===== config.mk =====
export PLATFORM = sky130hd
export DESIGN_NAME = alu_adder_hold
export DESIGN_NICKNAME = d
export VERILOG_FILES = /design/src/rtl/cpu_alu_pkg.sv /design/src/rtl/alu_comb.sv /design/src/rtl/alu_adder_hold.sv
export SDC_FILE = /design/constraint.sdc
export NUM_CORES = 1
export LEC_CHECK = 0
export ABC_AREA = 1
export BUFFER_PORTS_ARGS = -buffer_cell sky130_fd_sc_hd__buf_2
export CELL_PAD_IN_SITES_DETAIL_PLACEMENT = 1
export CELL_PAD_IN_SITES_GLOBAL_PLACEMENT = 2
export CORE_ASPECT_RATIO = 1.25
export CORE_MARGIN = 2
export CORE_UTILIZATION = 25
export CTS_CLUSTER_SIZE = 40
export DETAILED_ROUTE_END_ITERATION = 10
export PLACE_DENSITY = 0.89
export SYNTH_ARGS = -nofsm -noshare
export SYNTH_HDL_FRONTEND = slang
export SYNTH_SLANG_ARGS = --single-unit

===== constraint.sdc =====
create_clock -name clk -period 1.8 [get_ports clk]
set_input_delay 0.36 -clock clk [delete_from_list [all_inputs] [get_ports clk]]
set_output_delay 0.36 -clock clk [all_outputs]
set_load 0.005 [all_outputs]

===== src/rtl/cpu_alu_pkg.sv =====
// Shared types for the 6502 ALU core and adder hold register.
package cpu_alu_pkg;

    localparam int ALU_WIDTH = 8;

    typedef enum logic [2:0] {
        SUMS = 3'b000,
        ANDS = 3'b001,
        EORS = 3'b010,
        ORS  = 3'b011,
        SRS  = 3'b100,
        RSV5 = 3'b101,
        RSV6 = 3'b110,
        RSV7 = 3'b111
    } alu_op_t;

    typedef struct packed {
        logic carry;
        logic overflow;
        logic halfCarry;
        logic zero;
    } alu_flags_t;

    typedef enum logic {
        EMPTY = 1'b0,
        FULL  = 1'b1
    } hold_state_t;

endpackage


===== src/rtl/alu_comb.sv =====
// Combinational 6502 ALU: result and flag generation for one operation.
import cpu_alu_pkg::*;

module alu_comb (
    input  logic [ALU_WIDTH-1:0] a,
    input  logic [ALU_WIDTH-1:0] b,
    input  logic                 carry_in,
    input  alu_op_t              op,
    output logic [ALU_WIDTH-1:0] result,
    output alu_flags_t           flags,
    output logic                 op_error
);

    logic [ALU_WIDTH:0] sum;

    // Single 9-bit add shared by SUMS result, carry, overflow and half carry
    assign sum = {1'b0, a} + {1'b0, b} + {{ALU_WIDTH{1'b0}}, carry_in};

    // Select the result for the requested operation and derive its flags
    always_comb begin
        result   = '0;
        flags    = '0;
        op_error = 1'b0;
        case (op)
            SUMS: begin
                result         = sum[ALU_WIDTH-1:0];
                flags.carry    = sum[ALU_WIDTH];
                flags.overflow = (a[ALU_WIDTH-1] == b[ALU_WIDTH-1]) &&
                                 (sum[ALU_WIDTH-1] != a[ALU_WIDTH-1]);
                // Carry into bit 4 recovered from the sum bit and its operands
                flags.halfCarry = sum[4] ^ a[4] ^ b[4];
            end
            ANDS: result = a & b;
            EORS: result = a ^ b;
            ORS:  result = a | b;
            SRS: begin
                result      = {carry_in, b[ALU_WIDTH-1:1]};
                flags.carry = b[0];
            end
            default: op_error = 1'b1;
        endcase
        flags.zero = (result == '0);
    end

endmodule


===== src/rtl/alu_adder_hold.sv =====
// 6502 ALU core with one-entry adder hold register, handshake and bus gating.
import cpu_alu_pkg::*;

module alu_adder_hold #(
    parameter int              WIDTH      = 8,
    parameter logic [WIDTH-1:0] HOLD_RESET = 8'h00
) (
    input  logic             clk,
    input  logic             reset,
    input  logic [WIDTH-1:0] a_REG_IN,
    input  logic [WIDTH-1:0] b_REG_IN,
    input  logic             carryIn,
    input  logic [2:0]       aluOp,
    input  logic             opValid,
    output logic             opReady,
    input  logic             flush,
    output logic             resultValid,
    input  logic             resultReady,
    output logic [WIDTH-1:0] adderHold,
    output logic             carryOut,
    output logic             overflow,
    output logic             halfCarry,
    output logic             zero,
    output logic             opError,
    input  logic             addHoldToAddrLow_EN,
    input  logic             addHoldToSystemBus_EN,
    output logic [WIDTH-1:0] addressLowOut,
    output logic [WIDTH-1:0] systemBusOut
);

    hold_state_t      state;
    logic [WIDTH-1:0] alu_result_p0;
    alu_flags_t       alu_flags_p0;
    logic             alu_err_p0;
    logic             accept;
    logic             pop;

    alu_comb u_alu_comb (
        .a        (a_REG_IN),
        .b        (b_REG_IN),
        .carry_in (carryIn),
        .op       (alu_op_t'(aluOp)),
        .result   (alu_result_p0),
        .flags    (alu_flags_p0),
        .op_error (alu_err_p0)
    );

    // Flush blocks acceptance; a full hold slot frees up when it is popped
    assign opReady     = !flush && ((state == EMPTY) || resultReady);
    assign accept      = opValid && opReady;
    assign resultValid = (state == FULL);
    assign pop         = resultValid && resultReady;

    // ---- stage boundary: combinational ALU -> hold register ----
    // Hold FSM and result/flag capture; outputs only change on accept or reset
    always_ff @(posedge clk or posedge reset) begin
        if (reset) begin
            state     <= EMPTY;
            adderHold <= HOLD_RESET;
            carryOut  <= 1'b0;
            overflow  <= 1'b0;
            halfCarry <= 1'b0;
            zero      <= (HOLD_RESET == '0);
            opError   <= 1'b0;
        end else begin
            opError <= 1'b0;
            if (flush) begin
                state <= EMPTY;
            end else if (accept) begin
                state     <= FULL;
                adderHold <= alu_result_p0;
                carryOut  <= alu_flags_p0.carry;
                overflow  <= alu_flags_p0.overflow;
                halfCarry <= alu_flags_p0.halfCarry;
                zero      <= alu_flags_p0.zero;
                opError   <= alu_err_p0;
            end else if (pop) begin
                state <= EMPTY;
            end
        end
    end

    // Bus drivers follow the hold register regardless of resultValid
    assign addressLowOut = addHoldToAddrLow_EN   ? adderHold : '0;
    assign systemBusOut  = addHoldToSystemBus_EN ? adderHold : '0;

endmodule


==> impl_metrics.json, run 1 <==
{
  "slew_violations": 0,
  "cts_setup_buffers": 0,
  "final_cell_count_no_fill": 428,
  "detail_route.wl_per_cell_microns": 12.21,
  "grt_remaining_overflow": 0,
  "layout_min_cycle_time_ns": 1.699,
  "ioPinCount": 58,
  "via_count": 1863,
  "area.sequential_sq_um": 351.6,
  "setup_violations": 0,
  "1st_iter_drt_viols": 38,
  "vias_per_cell": 4.353,
  "gr-usage-all-layers": 0.1546,
  "p_total_mw": 1.218,
  "syn-instance-count": 269,
  "hold_viol": 0,
  "timing.slew.headroom": 0.6562,
  "h-tree-depth": 1,
  "routed_wl_microns": 5226,
  "syn_area_sq_um": 1649,
  "outcome": "completed",
  "die_height_microns": 94.81,
  "coreArea_sq_um": 6482,
  "transition_time_at_the_pin_with_the_least_slew_margin_ns": 0.5152,
  "fin_skew_ns": 0.005035,
  "syn_area_per_cell_sq_um": 6.130,
  "largest_net_degree_at_the_start_of_global_routing": 15,
  "crit_path_max_fanout": 3,
  "number_of_antenna_violations_at_the_first_check_in_global_routing": 0,
  "multiInputGateArea_sq_um": 1020,
  "p_leak_nw": 1.420,
  "finalSetupTns_ns": 0,
  "fill_cells": 890,
  "mappedNetlistNets": 314,
  "dieArea_sq_um": 7266,
  "ir_drop_v": 0.0003330,
  "clkTransAtPathRegs_ns": 0.06,
  "power_density_cells_nw_per_um2": 546.2,
  "drive_above_1_share": 0.2962,
  "ctsRootBufferMaster": "clkbuf_8",
  "drt_pass1_iterations": 4,
  "grt_pass1_vias": 1927,
  "clkLatencyLatePin_ns": 0.25,
  "numCtsBuffers": 3,
  "timing_worst_setup_path_type": "input port to register",
  "antenna-diode-count": 0,
  "synth_warnings": 0,
  "drc": 0,
  "place_hpwl_microns": 4616,
  "yosys_register_bits": 14,
  "placement_rows": 33,
  "fmax_mhz": 588.5,
  "synth.yosys.seq_area_share": 0.2132,
  "max_cap_viol_count": 0,
  "gp_congestion": 0.7970,
  "start_util": 0.2544,
  "ant_nets": 0,
  "cts_tree": "done",
  "flow.area_growth_from_synthesis_pct": 35.20,
  "worst_setup_path_end_kind": "register",
  "number_of_sinks_handled_by_clock_tree_synthesis": 14,
  "max-clock-path-buffers": 2,
  "port_buffers": 57,
  "grt_first_pass_wirelength_microns": 9052,
  "arrival_ns": 1.90,
  "fin_crit_sh": 0.9441,
  "final_nets": 387,
  "placed_cells": 424,
  "yosysUniqueCellTypes": 26,
  "timing.hold.worst.class": "input port to async pin",
  "die_w_microns": 76.65,
  "kind_of_launch_point_of_the_worst_setup_path": "input port",
  "crit_required_ns": 2.00
}
## stage by stage
step / hold WS (ns) / area [sq um] / utilization / worst slack (ns)
6_report: 0.1293 / 2230 / 0.3439 / 0.1007
5_1_grt: 0.1822 / 2230 / 0.3439 / -0.003462
4_1_cts: 0.1505 / 2185 / 0.3370 / 0.03463
3_5_place_dp: 0.4205 / 2122 / 0.3274 / -0.2977
3_3_place_gp: 0.4190 / 2122 / 0.3274 / -0.1830
2_1_floorplan: 0.2485 / 1649 / - / 0.04718
## final cells by class
class                      count  area share
inverter                      67      0.1128
clock buffer                   4     0.02469
timing repair buffer          75      0.1987
sequential                    14      0.1577
tap                           87     0.04882
multi-input combinational    181      0.4574
## sequential cells by signal (all words and copies together), names as in the netlist
| register | flops |
|---|---|
| adderHold | 8 |
| carryOut | 1 |
| halfCarry | 1 |
| opError | 1 |
| overflow | 1 |
| resultValid | 1 |
| zero | 1 |
## cells in the mapped netlist (all sizes together)
cell,count,area share
nor2,22,0.055
xnor2,1,0.0053
nand2,77,0.18
o22ai,3,0.011
nand4,7,0.027
clkbuf,3,0.0068
dfstp,1,0.016
nand3,28,0.096
buf,4,0.027
a21oi,4,0.012
or2,1,0.0038
o21ai,15,0.046
xor2,1,0.0053
nor3,2,0.0091
a22o,1,0.0053
dfrtp,13,0.20
inv,67,0.15
a211oi,1,0.0046
fa,2,0.024
ha,16,0.12
## critical path: stages
cell and delay, ns:
buf_6 0.10, fa_2 0.39, inv_2 0.07, fa_2 0.20, inv_2 0.05, nand2_4 0.06
nand2_4 0.06, nand2_2 0.08, nand2_2 0.05, nand3_1 0.07, nand2_1 0.06, inv_1 0.06
nand2_1 0.04, nor2_1 0.08, nand3_1 0.08, nand2_1 0.07
## cells by family (layout without fill, tap and decap cells)
kind of cell	after synthesis	after routing	synth area share
AND/OR/NAND/NOR	137	137	0.3649
buffers and inverters	74	146	0.1866
AO/OA/AOI/OAI	24	24	0.07891
adder cells (fa/ha/maj)	18	18	0.1457
flip-flops	14	14	0.2132
XOR/XNOR	2	2	0.01062
## per-layer routing
layer | vias up | track usage | share of wire
met5 | - | 0 | 0
met4 | 0 | 0.04848 | 0.014
met3 | 5 | 0.01530 | 0.032
met2 | 48 | 0.3178 | 0.55
met1 | 848 | 0.1639 | 0.41
li1 | 962 | - | -
## repair_timing
item | in CTS | in global routing
setup endpoints to repair | 1 | 2
pin swaps | 2 | 9
hold buffers | 0 | 0
gates resized for setup | 3 | 15
## cells in the final DEF (no fill, tap or decap), types with 3 or more instances in the layout
cell type / count
o21ai_1: 3
buf_4: 18
inv_2: 7
clkbuf_8: 4
o21ai_0: 12
o22ai_1: 3
ha_1: 16
nor2_1: 19
inv_1: 60
nand4_1: 7
nand2_1: 73
dfrtp_1: 13
nand3_1: 25
buf_2: 54
nor2_2: 3
a21oi_1: 4
## final timing paths
check | startpoint | endpoint | slack (ns) | depth (start not counted)
min in group clk | flush | resultValid | 0.30 | 2
max in group asynchronous | reset | zero | 1.31 | 2
worst min register to register | zero | zero | 0.48 | 2
worst min-delay path | reset | adderHold[5] | 0.13 | 2
worst max register to register | resultValid | zero | 0.38 | 9
worst max-delay path | carryIn | zero | 0.10 | 16
## power by group
part / internal [mW] / leakage [nW] / switching (mW)
combinational: 0.222 / 1.21 / 0.295
sequential: 0.358 / 0.179 / 0.0332
clock: 0.194 / 0.0288 / 0.115
total: 0.775 / 1.42 / 0.443
Note: power is estimated with default switching activity, not from simulation.
==> inputs of run 2 (changes only) <==
PLACE_DENSITY = default   (was 0.89)
PLACE_DENSITY_LB_ADDON = 0.1   (was default)
==> run 2 against run 1 <==
  * Largest power group unchanged
  * Setup slack worse by 0.00053 ns
  * Register-to-register slack better by 0.02 ns
  * Count of clock-buffer cells in the layout did not move
  * Worst hold slack improved by 0.012 ns
  * Flip-flop and latch count unchanged
  * Maximum frequency hardly changed
  * Routed wire length grew 3.1%
  * Critical endpoint unchanged
==> impl_metrics.json, run 2 (same netlist as run 1, synthesis figures left out) <==
{
  "outcome": "completed",
  "drt_pass1_iterations": 4,
  "start_util": 0.2544,
  "kind_of_launch_point_of_the_worst_setup_path": "input port",
  "largest_net_degree_at_the_start_of_global_routing": 16,
  "clkTransAtPathRegs_ns": 0.06,
  "numCtsBuffers": 3,
  "ctsRootBufferMaster": "clkbuf_8",
  "netSwitchingFraction": 0.3618,
  "via_count": 1867,
  "ir_drop_v": 0.0001583,
  "routed_wl_microns": 5386,
  "number_of_sinks_handled_by_clock_tree_synthesis": 14,
  "1st_iter_drt_viols": 46,
  "max-clock-path-buffers": 2,
  "grt_pass1_vias": 1907,
  "ant_nets": 0,
  "number_of_antenna_violations_at_the_first_check_in_global_routing": 0,
  "worst_setup_path_end_kind": "register",
  "register_containing_the_most_flip_flops_in_the_final_layout": "adderHold",
  "arrival_ns": 1.89,
  "cts_tree": "done",
  "switchingPower_mw": 0.4516,
  "clkLatencyLatePin_ns": 0.25,
  "timing.hold.worst.class": "input port to async pin",
  "launching_element_of_the_worst_setup_path": "b_REG_IN[0]",
  "transition_time_at_the_pin_with_the_least_slew_margin_ns": 0.5348,
  "drc": 0,
  "post-route-cell-area_sq_um": 2318,
  "ctsHoldBuffers": 0,
  "flow.area_growth_from_synthesis_pct": 40.59,
  "setup_violations": 0,
  "detail_route.wl_per_cell_microns": 12.38,
  "slew_violations": 0,
  "flip_flop_count_of_the_largest_register_after_layout": 8,
  "placement_rows": 33,
  "die_height_microns": 94.81,
  "place_hpwl_microns": 4686,
  "seqPwrFrac": 0.315,
  "h-tree-depth": 1,
  "layout_min_cycle_time_ns": 1.700,
  "drive_above_1_share": 0.3333,
  "antenna-diode-count": 0,
  "crit_required_ns": 1.99,
  "crit_path_max_fanout": 3,
  "finalWorstSetupSlack_ns": 0.1002,
  "vias_per_cell": 4.292,
  "timing_worst_setup_path_type": "input port to register",
  "grt_remaining_overflow": 0,
  "hold_viol": 0,
  "fin_skew_ns": 0.0003782,
  "share_clk_of_total_power": 0.246,
  "die_w_microns": 76.65,
  "gr-usage-all-layers": 0.1618,
  "fin_crit_sh": 0.9444,
  "place_worst_setup_slack_ns": -0.2561,
  "combinational_power_share": 0.439,
  "max_cap_viol_count": 0,
  "port_buffers": 57,
  "power_density_cells_nw_per_um2": 538.3,
  "intPower_mw": 0.7965,
  "layout.cells.most_common_list": "nand2_1 (72), inv_1 (59), buf_2 (54)",
  "timing.slew.headroom": 0.6430,
  "grt_first_pass_wirelength_microns": 9349,
  "fmax_mhz": 588.3,
  "final_nets": 394,
  "post_dp_cell_area_sq_um": 2180,
  "gp_congestion": 0.8526,
  "dieArea_sq_um": 7266,
  "coreArea_sq_um": 6482,
  "ioPinCount": 58,
  "critical_path.reg2reg.startpoint": "resultValid",
  "mostFrequentLayoutCell": "nand2_1",
  "p_leak_nw": 1.459
}
==> run 2: cell count changes in the layout (fill, tap and decap cells not counted), moves of 2 or more <==
cell     before  now
nand3_2       2    6
nor2_1       19   17
nand3_1      25   21
nor2_2        3    5
buf_4        18   24
==> run 2: layer usage <==
| layer | vias to the layer above | track usage | wire (microns) |
|---|---|---|---|
| li1 | 980 | - | - |
| met1 | 831 | 0.1850 | 2317 |
| met2 | 51 | 0.3149 | 2784 |
| met3 | 5 | 0.01434 | 212 |
| met4 | 0 | 0.05455 | 72 |
| met5 | - | 0 | 0 |
==> run 2: final cells by class <==
cell class / instances / area (sq um)
clock buffers: 4 / 55.05
well taps: 87 / 108.9
inverters: 67 / 251.5
multi-input cells: 181 / 1047
flip-flops and latches: 14 / 351.6
repair buffers: 82 / 504.2
fillers: 907 / 4164
==> run 2: what timing repair did <==
item / 4_1_cts / 5_1_grt
resized for setup: 3 / 21
setup buffers: 0 / 1
pin swaps: 0 / 8
endpoints found under the setup margin: 1 / 5
==> run 2: worst paths after layout <==
kind / slack, ns / endpoint / cells past startpoint
worst min register to register: 0.48 / overflow / 2
max in group asynchronous: 1.29 / zero / 2
worst max register to register: 0.40 / zero / 9
min in group clk: 0.30 / resultValid / 2
worst max-delay path: 0.10 / zero / 12
worst min-delay path: 0.14 / resultValid / 2
==> run 2: worst max-delay path, cell delays in order <==
cell	delay (ns)
buf_6	0.08
fa_2	0.20
inv_2	0.04
fa_2	0.53
inv_2	0.03
nand2_1	0.06
nand3_1	0.08
nor2_2	0.14
nand3_2	0.10
nor2_1	0.11
nand3_1	0.07
nand2_1	0.08
==> run 2: power groups by stage <==
stage	logic, mW	clock network (mW)	registers (mW)
6_report	0.547	0.308	0.393
2_1_floorplan	0.278	0	0.399
4_1_cts	0.531	0.320	0.395
5_1_grt	0.629	0.332	0.401
3_3_place_gp	0.516	0	0.398
3_5_place_dp	0.525	0	0.400
==> run 2: per-stage QoR <==
stage	cells	TNS [ns]	power, mW	utilization	hold slack [ns]
final	435	0	1.248	0.3577	0.1412
after CTS	434	0	1.245	0.3459	0.1688
after global placement	430	-0.8035	0.9138	0.3362	0.4413
after global routing	435	-0.003832	1.362	0.3577	0.2027
after detailed placement	430	-1.212	0.9250	0.3362	0.4391
after floorplan	269	0	0.6770	-	0.2485
